### src/rtl/relu_maxpool2x2.sv
// Streaming float16 ReLU followed by 2x2/stride-2 max-pool over a raster-ordered map.
// Keeps one half-width row of partial maxima; no backpressure.
module relu_maxpool2x2 #(
    parameter int data_width = 16,
    parameter int map_width  = 24,
    parameter int map_height = 24
) (
    input  logic                  clk,
    input  logic                  reset,
    input  logic                  in_valid,
    input  logic [data_width-1:0] in_data,
    output logic                  out_valid,
    output logic [data_width-1:0] out_data,
    output logic                  out_last
);

    localparam int half_w = map_width / 2;
    localparam int col_w  = $clog2(map_width);
    localparam int row_w  = $clog2(map_height);
    localparam int idx_w  = (half_w > 1) ? $clog2(half_w) : 1;

    // After ReLU both sign bits are clear, so magnitude bits order the values.
    function automatic logic [data_width-1:0] fmax(input logic [data_width-1:0] a,
                                                   input logic [data_width-1:0] b);
        return (a[data_width-2:0] >= b[data_width-2:0]) ? a : b;
    endfunction

    logic [col_w-1:0]      col;
    logic [row_w-1:0]      row;
    logic [data_width-1:0] p;
    logic [data_width-1:0] rb [half_w];
    logic [idx_w-1:0]      rb_idx;
    logic [data_width-1:0] x;
    logic [data_width-1:0] rb_q;
    logic [data_width-1:0] pair_max;
    logic [data_width-1:0] win_max;
    logic                  col_last;
    logic                  row_last;

    always_comb begin
        x        = in_data[data_width-1] ? '0 : in_data;
        rb_idx   = idx_w'(col >> 1);
        rb_q     = rb[rb_idx];
        pair_max = fmax(p, x);
        win_max  = fmax(pair_max, rb_q);
        col_last = (col == col_w'(map_width - 1));
        row_last = (row == row_w'(map_height - 1));
    end

    // NOTE: sequential state uses non-blocking assignments so every register samples pre-edge values.
    always_ff @(posedge clk or posedge reset) begin
        if (reset) begin
            col       <= '0;
            row       <= '0;
            p         <= '0;
            out_valid <= 1'b0;
            out_last  <= 1'b0;
            out_data  <= '0;
        end else begin
            out_valid <= 1'b0;
            out_last  <= 1'b0;
            if (in_valid) begin
                if (col_last) begin
                    col <= '0;
                    row <= row_last ? '0 : row + 1'b1;
                end else begin
                    col <= col + 1'b1;
                end

                if (!col[0]) begin
                    p <= x;
                end else if (row[0]) begin
                    out_data  <= win_max;
                    out_valid <= 1'b1;
                    out_last  <= row_last && col_last;
                end
            end
        end
    end

    // NOTE: the row buffer is deliberately left without reset; every entry is written on an even row before its odd-row read.
    always_ff @(posedge clk) begin
        if (in_valid && col[0] && !row[0]) begin
            rb[rb_idx] <= pair_max;
        end
    end

endmodule

### config.mk
export PLATFORM = sky130hd
export DESIGN_NAME = relu_maxpool2x2
export DESIGN_NICKNAME = d
export VERILOG_FILES = /design/src/rtl/relu_maxpool2x2.sv
export SDC_FILE = /design/constraint.sdc
export NUM_CORES = 1
export LEC_CHECK = 0
export CAP_MARGIN = 20
export CORE_ASPECT_RATIO = 1.4
export CORE_UTILIZATION = 65
export CTS_CLUSTER_SIZE = 12
export DETAILED_ROUTE_END_ITERATION = 8
export DONT_BUFFER_PORTS = 1
export PLACE_DENSITY = 0.81
export SETUP_SLACK_MARGIN = 0.05
export SYNTH_ARGS = -nofsm -noshare
export SYNTH_HDL_FRONTEND = slang
export SYNTH_SLANG_ARGS = --single-unit
### constraint.sdc
create_clock -name clk -period 7.05 [get_ports clk]
set_input_delay 1.41 -clock clk [delete_from_list [all_inputs] [get_ports clk]]
set_output_delay 1.41 -clock clk [all_outputs]
set_load 0.02 [all_outputs]
; ---- Yosys cells after proc, flatten, opt, wreduce, memory -nomap -nowiden
; Memory sizes are Yosys's and may differ from the RTL's.
; Cells that the tools add are included.
[classes]
reduce_logical = 7
n_mux = 13
eq_ne = 2
n_lt_le_gt_ge = 2
bitwise = 1
addsub = 2
[ops]
columns = operator, count
row1 = 16-bit 2-to-1 mux, 2
row2 = 15-bit greater-or-equal comparator, 2
row3 = 15-bit 2-to-1 mux, 1
row4 = "5-bit by 1-bit adder with 5-bit output, second input constant", 2
row5 = "5-bit equality test, second input constant", 2
row6 = 5-bit 2-to-1 mux, 2
row7 = 1-bit 2-to-1 mux, 8
row8 = 2-bit AND reduction, 2
row9 = 1-bit logical AND, 3
row10 = 3-bit AND reduction, 1
row11 = 1-bit zero test, 1
row12 = 1-bit inverter, 1
[word_totals]
register_bits = 44
output_inout_bits = 18
n_memories = 1
mem_bits_rw = 192
inputBits = 19
[memory_table]
columns = name, words, width, read_ports, rd_ports_with_merged_regs, wr, line
row1 = rb, 12, 16, 1, 0, 1, 31  ; logic [data_width-1:0] rb [half_w];

; ---- Longest topological paths before layout
[depth]
depth_word = 5
depth_mapped = 19

; ---- Worst setup path before layout
; No wires, ideal clock.
[synth_path]
path_kind = input -> register
from = in in_data[15]
to = reg out_data[0]
arrival_time_ps = 4674
setup_ps = 133
setup_slack_ps = 2243
cell_stages = 18
path_buffers = 3
path_cell_list = clkbuf_1 -> nand2b_1 -> ha_1 -> a21oi_1 -> o21ai_0 -> a221oi_2 -> o21ai_2 -> buf_6 -> mux2_4 -> inv_1 -> ha_1 -> a211oi_1 -> nor2_1 -> a211oi_1 -> o211ai_1 -> nand2_1 -> buf_2 -> o221ai_2
[synth_via]
elab_chain_cells = 5
[synth_lines]
columns = element, line
row1 = "start, declared", 11  ; input logic [data_width-1:0] in_data,
row2 = 15-bit 2-to-1 mux (*), 41  ; x = in_data[data_width-1] ? '0 : in_data;
row3 = 15-bit greater-or-equal comparator, 25  ; return (a[data_width-2:0] >= b[data_width-2:0]) ? a : b;
row4 = 16-bit 2-to-1 mux (*), 25
row5 = via pair_max[8], 35  ; logic [data_width-1:0] pair_max;
row6 = 15-bit greater-or-equal comparator (*), 25
row7 = 16-bit 2-to-1 mux (*), 25
row8 = "end signal, assigned", 73  ; out_data <= win_max;
row9 = "end, declared", 13  ; output logic [data_width-1:0] out_data,
; Mark *: on every way through the listed nets, which the timed path passes. The rest lies on a longest branch.
; A chain may end at the register's enable or synchronous reset.

; ---- Worst setup path after layout
[layout_path]
from = in in_data[15]
to = reg out_data[11]
; Same word-level chain as after synthesis.

==> qor.csv <==
metric,value,unit
via_per_inst,6.43,
cts-root-buf,clkbuf_16,
synth_top_family_by_area,multiplexers,
num_rows,52,
slew_headroom,29.2,%
fin_cells,819,
power_density,384,nW/um^2
synthAdderAreaFrac,4.08,%
ios,37,
rsz0062_at_grt,false,
min_path_type,reg -> reg,
final_antenna_net_count,0,
worst_ep_required_time,7.38,ns
maxSlewViolCount,0,
hold_violations,0,
synthSimpleGateAreaFrac,5.77,%
synth_cells,601,
area_growth,8.71,%
yosysSeqAreaShare,65.8,%
vdd_ir_drop_max,219,uV
avgSynthCellArea,16.3,sq um
arrival,5.87,ns
grtUsageTotal,26.7,%
hold_depth,2,
muxShareOfSynthArea,14.7,%
antenna_found_initial,0,
p_total,4.09,mW
status,finished clean,
worst_pin_slew,1.06,ns
core,14600,sq um
synth.distinct_cells,46,
drcViolationCount,0,
cp_max_fo,15,
syn-cell-area,9810,sq um
cts_buffers,22,
post-route-cell-area,10700,sq um
routedWlPerCell,24.2,um
grt_pass1_vias,5598,
grt-ovfl-total,0,
rr_worst_depth,15,
io_buffers,0,
h-tree-depth,1,
dr_total_vias,5270,
clk_latency,0.50,ns
finish.utilization,73.2,%
leakagePower,3.94,nW
drtIter0Drc,406,
tritoncts,done,
fin_ws,1.51,ns
clk_path_buf_depth,3,
synth-edff-count,180,
ys_seq_elements,222,
critPathMaxStageDelay,0.86,ns
fin_crit,5.54,ns
synth-async-reset-ratio,18.9,%
end_kind,flip-flop,
whs,0.513,ns
clkTransAtPathRegs,0.06,ns
max_freq,181,MHz
synth_xor_area_share,0.268,%
drtPass1Iterations,5,
path_cells,"nand2b_1, ha_1, nand2_1, o21ai_0, a21oi_1, o21ai_2, mux2_2, inv_1, ha_1, a21o_1, a21o_1, a21oi_1, o211ai_1, nand2_1, o221ai_1",
die_height,147,um
crit_type,in -> reg,
grt_start_max_net_pins,54,
place_inst,779,
start_util,67.3,%
diodes,0,
die_x,106,um
drv_cap,0,
cts_sinks,222,
cp-start-kind,input port,
dp_slack,0.990,ns
finalSetupTns,0,ns
gp_congestion,0.819,
wl,19.8,mm
layout_common_cells,"edfxtp_1, nand2_1, dfrtp_1",
dieArea,15600,sq um
dpl.hpwl,12.3,mm
mostFrequentLayoutCell,edfxtp_1,
finalSetupViolations,0,
fin_crit_sh,78.5,%
postCtsHoldBufs,0,
synth_compound_area_share,6.06,%
grt_pass1_wl,31.1,mm
syn_nets,652,
synth_warnings,0,
post_cts_buffers,0,
fin_skew,0.00720,ns
fin_nets,665,
crit_path_top_delay_cell,o21ai_2,
cts_resized,0,
synth_ff_type,edfxtp_1,
place_area,10000,sq um
layout-drive-gt1-share,20.5,%
==> path summary, 6_finish.rpt <==
check,end,from,slack (ns)
min in group asynchronous,col[3]$_DFFE_PP0P_,reset,0.74
min,row[4]$_DFFE_PP0P_,row[4]$_DFFE_PP0P_,0.51
min reg2reg,row[4]$_DFFE_PP0P_,row[4]$_DFFE_PP0P_,0.51
max reg2reg,out_data[11]$_DFFE_PP0P_,p[0]$_DFFE_PP0P_,2.20
max,out_data[11]$_DFFE_PP0P_,in_data[15],1.51
max in group asynchronous,out_data[9]$_DFFE_PP0P_,reset,5.62
==> registers in the layout, indices dropped and copies added (netlist names) <==
signal     flops
rb           180
out_data      15
out_valid      1
row            5
p             15
out_last       1
col            5
==> report_power, final <==
group	total, mW	switching [mW]	leakage (nW)	internal, mW
registers	1.73	0.130	2.20	1.60
logic	1.27	0.737	1.42	0.537
clock network	1.08	0.457	0.316	0.627
==> synth_stat cells, drive strengths merged (2+ instances only) <==
cell    count  area [sq um]
a211oi      2          15.0
mux2i      17           174
or3         2          12.5
clkbuf     10          42.5
o221ai     15           200
o31ai       2          15.0
mux4       45          1050
nand2      51           191
ha         32           400
xnor2       2          17.5
o21ai      23           119
inv        36           135
dfrtp      42          1050
nor2       36           135
nand3       6          30.0
buf        19           136
nand4       5          31.3
edfxtp    180          5410
nor2b       3          18.8
nand2b     17           106
a21o        3          22.5
a21oi      24           176
mux2       17           225
==> kinds of logic (layout without fill, tap and decap cells) <==
group                    after synthesis  in the layout
flip-flops                           222            222
AND/OR/NAND/NOR                      125            125
multiplexers                          79             79
AO/OA/AOI/OAI                         74             74
buffers and inverters                 65             94
adder cells (fa/ha/maj)               32             32
XOR/XNOR                               3              3
other                                  1              1
==> area by class of cell <==
cell class | count | area, sq um
Fill cell | 851 | 3910
Clock buffer | 40 | 659
Tap cell | 189 | 236
Timing Repair Buffer | 18 | 135
Multi-Input combinational cell | 314 | 3040
Sequential cell | 222 | 6460
Inverter | 36 | 135
==> routing by layer <==
| metal | up-vias | share of wire (%) | track usage, % |
|---|---|---|---|
| li1 | 2318 | - | - |
| met1 | 2674 | 39 | 34.3 |
| met2 | 226 | 52 | 46.0 |
| met3 | 52 | 5.9 | 4.26 |
| met4 | 0 | 3.6 | 10.4 |
| met5 | - | 0 | 0 |
==> worst max-delay path: cells and delay by family <==
family	cells	cell delay, ns
buffers and inverters	1	0.32
AOI/OAI and AO/OA	8	2.25
and+or+nand+nor	3	0.81
muxes	1	0.44
adders and majority gates	2	0.63
(Power assumes the default switching activity.)
==> RTL edit 1 (same flow settings) <==
Set the parameter `map_width` to 48 (it was 24).
--- a/src/rtl/relu_maxpool2x2.sv
+++ b/src/rtl/relu_maxpool2x2.sv
@@ -2,7 +2,7 @@
 // Keeps one half-width row of partial maxima; no backpressure.
 module relu_maxpool2x2 #(
     parameter int data_width = 16,
-    parameter int map_width  = 24,
+    parameter int map_width  = 48,
     parameter int map_height = 24
 ) (
     input  logic                  clk,
Check against the original RTL: no difference found for any inputs over 10 cycles, from zero or initial values and one cycle with reset high; that may be too few to reach the edited logic, so the function may still have changed.
==> RTL edit 1 against the unedited design <==
Worst setup slack better by 53 ps; power is 71% higher; synthesized cell count is 49% higher; via count is 64% higher; combinational power is 57% higher; cell area is 71% higher; synthesized area is 69% higher; maximum frequency is 0.96% higher; count of clock-buffer cells in the layout is 22 higher; sequential cell count is 181 higher; wire length is 84% higher; critical path type unchanged.
==> RTL edit 1: results (changes against the unedited design) <==
Outcome:
- The run finished with clean final reports.

Synth:
- The number of storage elements in the synthesis netlist is 403 (+82%).
- The area share of the largest cell type after synthesis came to 65.1% (+10 points).
- The fraction of synthesized area in multiplexers was 14.6% (-0.11 points).
- The adder and majority cell fraction of the synthesized area is 2.41% (-1.7 points).
- The post-synthesis xor/xnor area fraction came to 0.158% (-0.11 points).
- The number of distinct library cells after synthesis is 48 (+4.3%).
- The fraction of the mapped netlist area in compound gates came to 4.84% (-1.2 points).

Layout:
- The number of cells in the finished layout apart from fillers is 1252 (+53%).
- The fraction of standard cell area that is sequential is 65.3% (+4.7 points).
- The number of multi-input combinational cells is 405 (+29%).
- The clock buffer count in the final layout is 62 (+55%).
- The count of non-CTS inverters in the layout is 37 (+2.8%).

Global routing:
- The via count of the first global-routing pass is 9168 (+64%).
- The wire length of the first global-routing pass is 55.3 mm (+78%).

Hold path:
- The worst min-delay path endpoint is p[10]$_DFFE_PP0P_.
- The startpoint identified for the worst hold timing path is p[10]$_DFFE_PP0P_.

Placed design:
- The cell area after placement was 17000 um^2 (+70%).
- The placer congestion estimate came to 0.875 (+6.9%).
- The post-placement worst setup slack is 1090 ps (+99.5 ps).
- The instance count after placement with tap cells included came to 1181 (+52%).

STA:
- The fmax was 182 MHz (+0.96%).
- The post-route worst hold slack was 523 ps (+10.3 ps).

Critical path:
- The most critical setup path has its endpoint at out_data[2]$_DFFE_PP0P_.
- The stage delay of the slowest cell on the critical path is 620 ps (-240 ps).
- The top fanout value on the critical path is 25 (+10).

Power and ir drop:
- The relative contribution of combinational cells to total power is 28.6% (-2.5 points).
- The static leakage was 6.17 nW (+57%).
- The share of power burned in registers was 43.7% (+1.3 points).

Clock tree:
- The number of CTS-inserted buffers is 40 (+82%).
==> RTL edit 1: cell types whose count changed after synthesis, moves of 3 or more <==
cell | unedited run | this run
edfxtp_1 | 180 | 360
mux4_2 | 36 | 90
a22oi_1 | 0 | 31
mux2_2 | 8 | 34
clkbuf_1 | 8 | 27
mux2i_1 | 16 | 2
mux2_4 | 9 | 0
mux4_1 | 9 | 0
nand2_1 | 51 | 58
a21oi_1 | 9 | 4
a211o_1 | 0 | 4
nor3_1 | 0 | 4
nor2_1 | 36 | 33
==> RTL edit 1: metal layers <==
| layer | up-vias | share of wire, % |
|---|---|---|
| met5 | - | 0 |
| met2 | 477 | 53 |
| met1 | 4451 | 35 |
| met4 | 0 | 4.7 |
| met3 | 105 | 7.6 |
| li1 | 3594 | - |
==> RTL edit 1: tightest hold or removal path: stages (launching register included) <==
cell     delay, ps
dfrtp_1        370
nand2_1         50
o21ai_0         60
==> RTL edit 2 (same settings) <==
Without the edit above. Reset style: synchronous (`reset`), changed in one clocked block.
--- a/src/rtl/relu_maxpool2x2.sv
+++ b/src/rtl/relu_maxpool2x2.sv
@@ -48,7 +48,7 @@
     end
 
     // NOTE: sequential state uses non-blocking assignments so every register samples pre-edge values.
-    always_ff @(posedge clk or posedge reset) begin
+    always_ff @(posedge clk) begin
         if (reset) begin
             col       <= '0;
             row       <= '0;
Formal check against the unedited RTL: same outputs for any inputs over 10 cycles, from zero or initial values and one cycle with reset high; that may be too few to reach the edited logic, so the function may still have changed.
==> RTL edit 2 against the unedited design <==
Sequential cell count rose by 4; first-iteration DRC count grew 11%; wire length increased by 0.19%; worst setup slack improved by 340 ps; cell area shrank 0.90%; highest routed layer unchanged; utilization is 0.34 points lower; via count rose by 2.0%; synthesized area decreased by 1.2%.
Power is not compared: it rests on default switching activity, and its combinational part moved more than twofold at a synthesized area within 25%.
==> RTL edit 2: results (changes against the unedited design) <==
Detailed routing:
- The sum of routed wire length over all layers is 19.9 mm (+0.19%).

Layout:
- The buffer count excluding the clock tree in the final layout came to 16 (-2).
- The number of cells in the finished layout apart from fillers is 848 (+3.5%).
- The total of fill cells in the finished design is 878 (+3.2%).
- The sequential cell count is 226 (+1.8%).
- The area of the multi-input gates came to 3090 um^2 (+1.9%).
- The final layout net count is 694 (+4.4%).
- The clock-cell share of area is 6.32% (+0.14 points).
- The register area is 6330 um^2 (-2.0%).
- The number of multi-input combinational cells is 344 (+9.6%).
- The share of post-route cells with drive strength above 1 is 15.9% (-4.5 points).

Synth:
- The fraction of synthesized area in multiplexers is 14.2% (-0.52 points).
- The fraction of registers with async set/reset is 0% (-19 points).
- The post-synthesis xor/xnor area fraction is 0.271% (+0.0032 points).
- The synthesized netlist net count was 681 (+4.4%).
- The sequential element share of the synthesized area is 65.3% (-0.56 points).
- The adder and majority cell fraction of the synthesized area is 4.13% (+0.048 points).
- The commonest cells after synthesis are 180 x edfxtp_1, 67 x nand2_1, 46 x dfxtp_1.
- The average cell area after synthesis is 15.4 um^2 (-5.7%).

Placed design:
- The half-perimeter wire length of the detailed placement result is 12.0 mm (-2.1%).
- The placer congestion estimate is 0.819 (about the same).
- The post-placement worst setup slack is 1320 ps (+327 ps).
- The instance count after placement with tap cells included is 806 (+3.5%).

Clock tree:
- The number of CTS-inserted buffers came to 23 (+4.5%).

Global routing:
- The wire length of the first global-routing pass is 30.7 mm (-1.3%).
- The global routing usage summed across all routing layers came to 26.6% (-0.18 points).
- The via count of the first global-routing pass was 5589 (-0.16%).

Critical path:
- The internal reg-to-reg setup slack was 2460 ps (+260 ps).
- The worst setup path startpoint is in_data[13].
- The worst path arrival time is 5530 ps (-340 ps).
- The depth of the worst register-to-register path came to 12 (-3).

STA:
- The fmax came to 193 MHz (+6.6%).
- The actual slew at the worst max-slew pin is 1160 ps (+97.2 ps).

Outcome:
- The run finished with clean final reports.
RTL edit 2: changes by cell type in the layout (fill, tap and decap cells not counted), moves of 13 or more:
cell,change
dfxtp_1,+45
dfrtp_1,-40
a21oi_1,+25
o21ai_0,-18
nor2b_1,+17
mux2i_1,+16
nand2_1,+16
nand2b_1,-13
RTL edit 2: cells by family (layout without fill, tap and decap cells):
| group | after synthesis | count (layout) |
|---|---|---|
| AOI/OAI and AO/OA | 78 | 78 |
| xor gates and xnor gates | 3 | 3 |
| adders and majority gates | 32 | 32 |
| buffers and inverters | 60 | 89 |
| DFF | 226 | 226 |
| muxes | 77 | 77 |
| other | 1 | 1 |
| and+or+nand+nor | 153 | 153 |
RTL edit 2: critical path, stage by stage:
cell and delay, ps:
nor2b_1 230, inv_1 80, ha_1 330, and4_4 240, nand2_1 90, o21ai_4 520, mux2i_1 370, inv_1 240
ha_1 370, nand4_1 150, nor3_1 80, a21oi_1 190, a21oi_1 100, o31ai_2 890, o221ai_1 230
RTL edit 2: where the power goes:
group          switching, W  total, W  internal (W)  leakage, nW
Combinational      0.000104  0.000169     0.0000655         1.26
Sequential        0.0000118   0.00147       0.00146         2.02
Clock              0.000459   0.00109      0.000632        0.326
Total              0.000574   0.00273       0.00216         3.61
RTL edit 2: metrics by stage:
| step | cell area [um^2] | hold WS [ps] |
|---|---|---|
| 6_report | 10600 | 471 |
| 2_1_floorplan | 9690 | 449 |
| 4_1_cts | 10600 | 471 |
| 5_1_grt | 10600 | 493 |
| 3_5_place_dp | 9890 | 460 |
| 3_3_place_gp | 9890 | 455 |
RTL edit 2: metal layers:
layer	global-route usage (%)	share of wire, %
met1	33.3	38
met2	46.4	53
met3	4.46	6.1
met4	9.86	3.0
met5	0	0
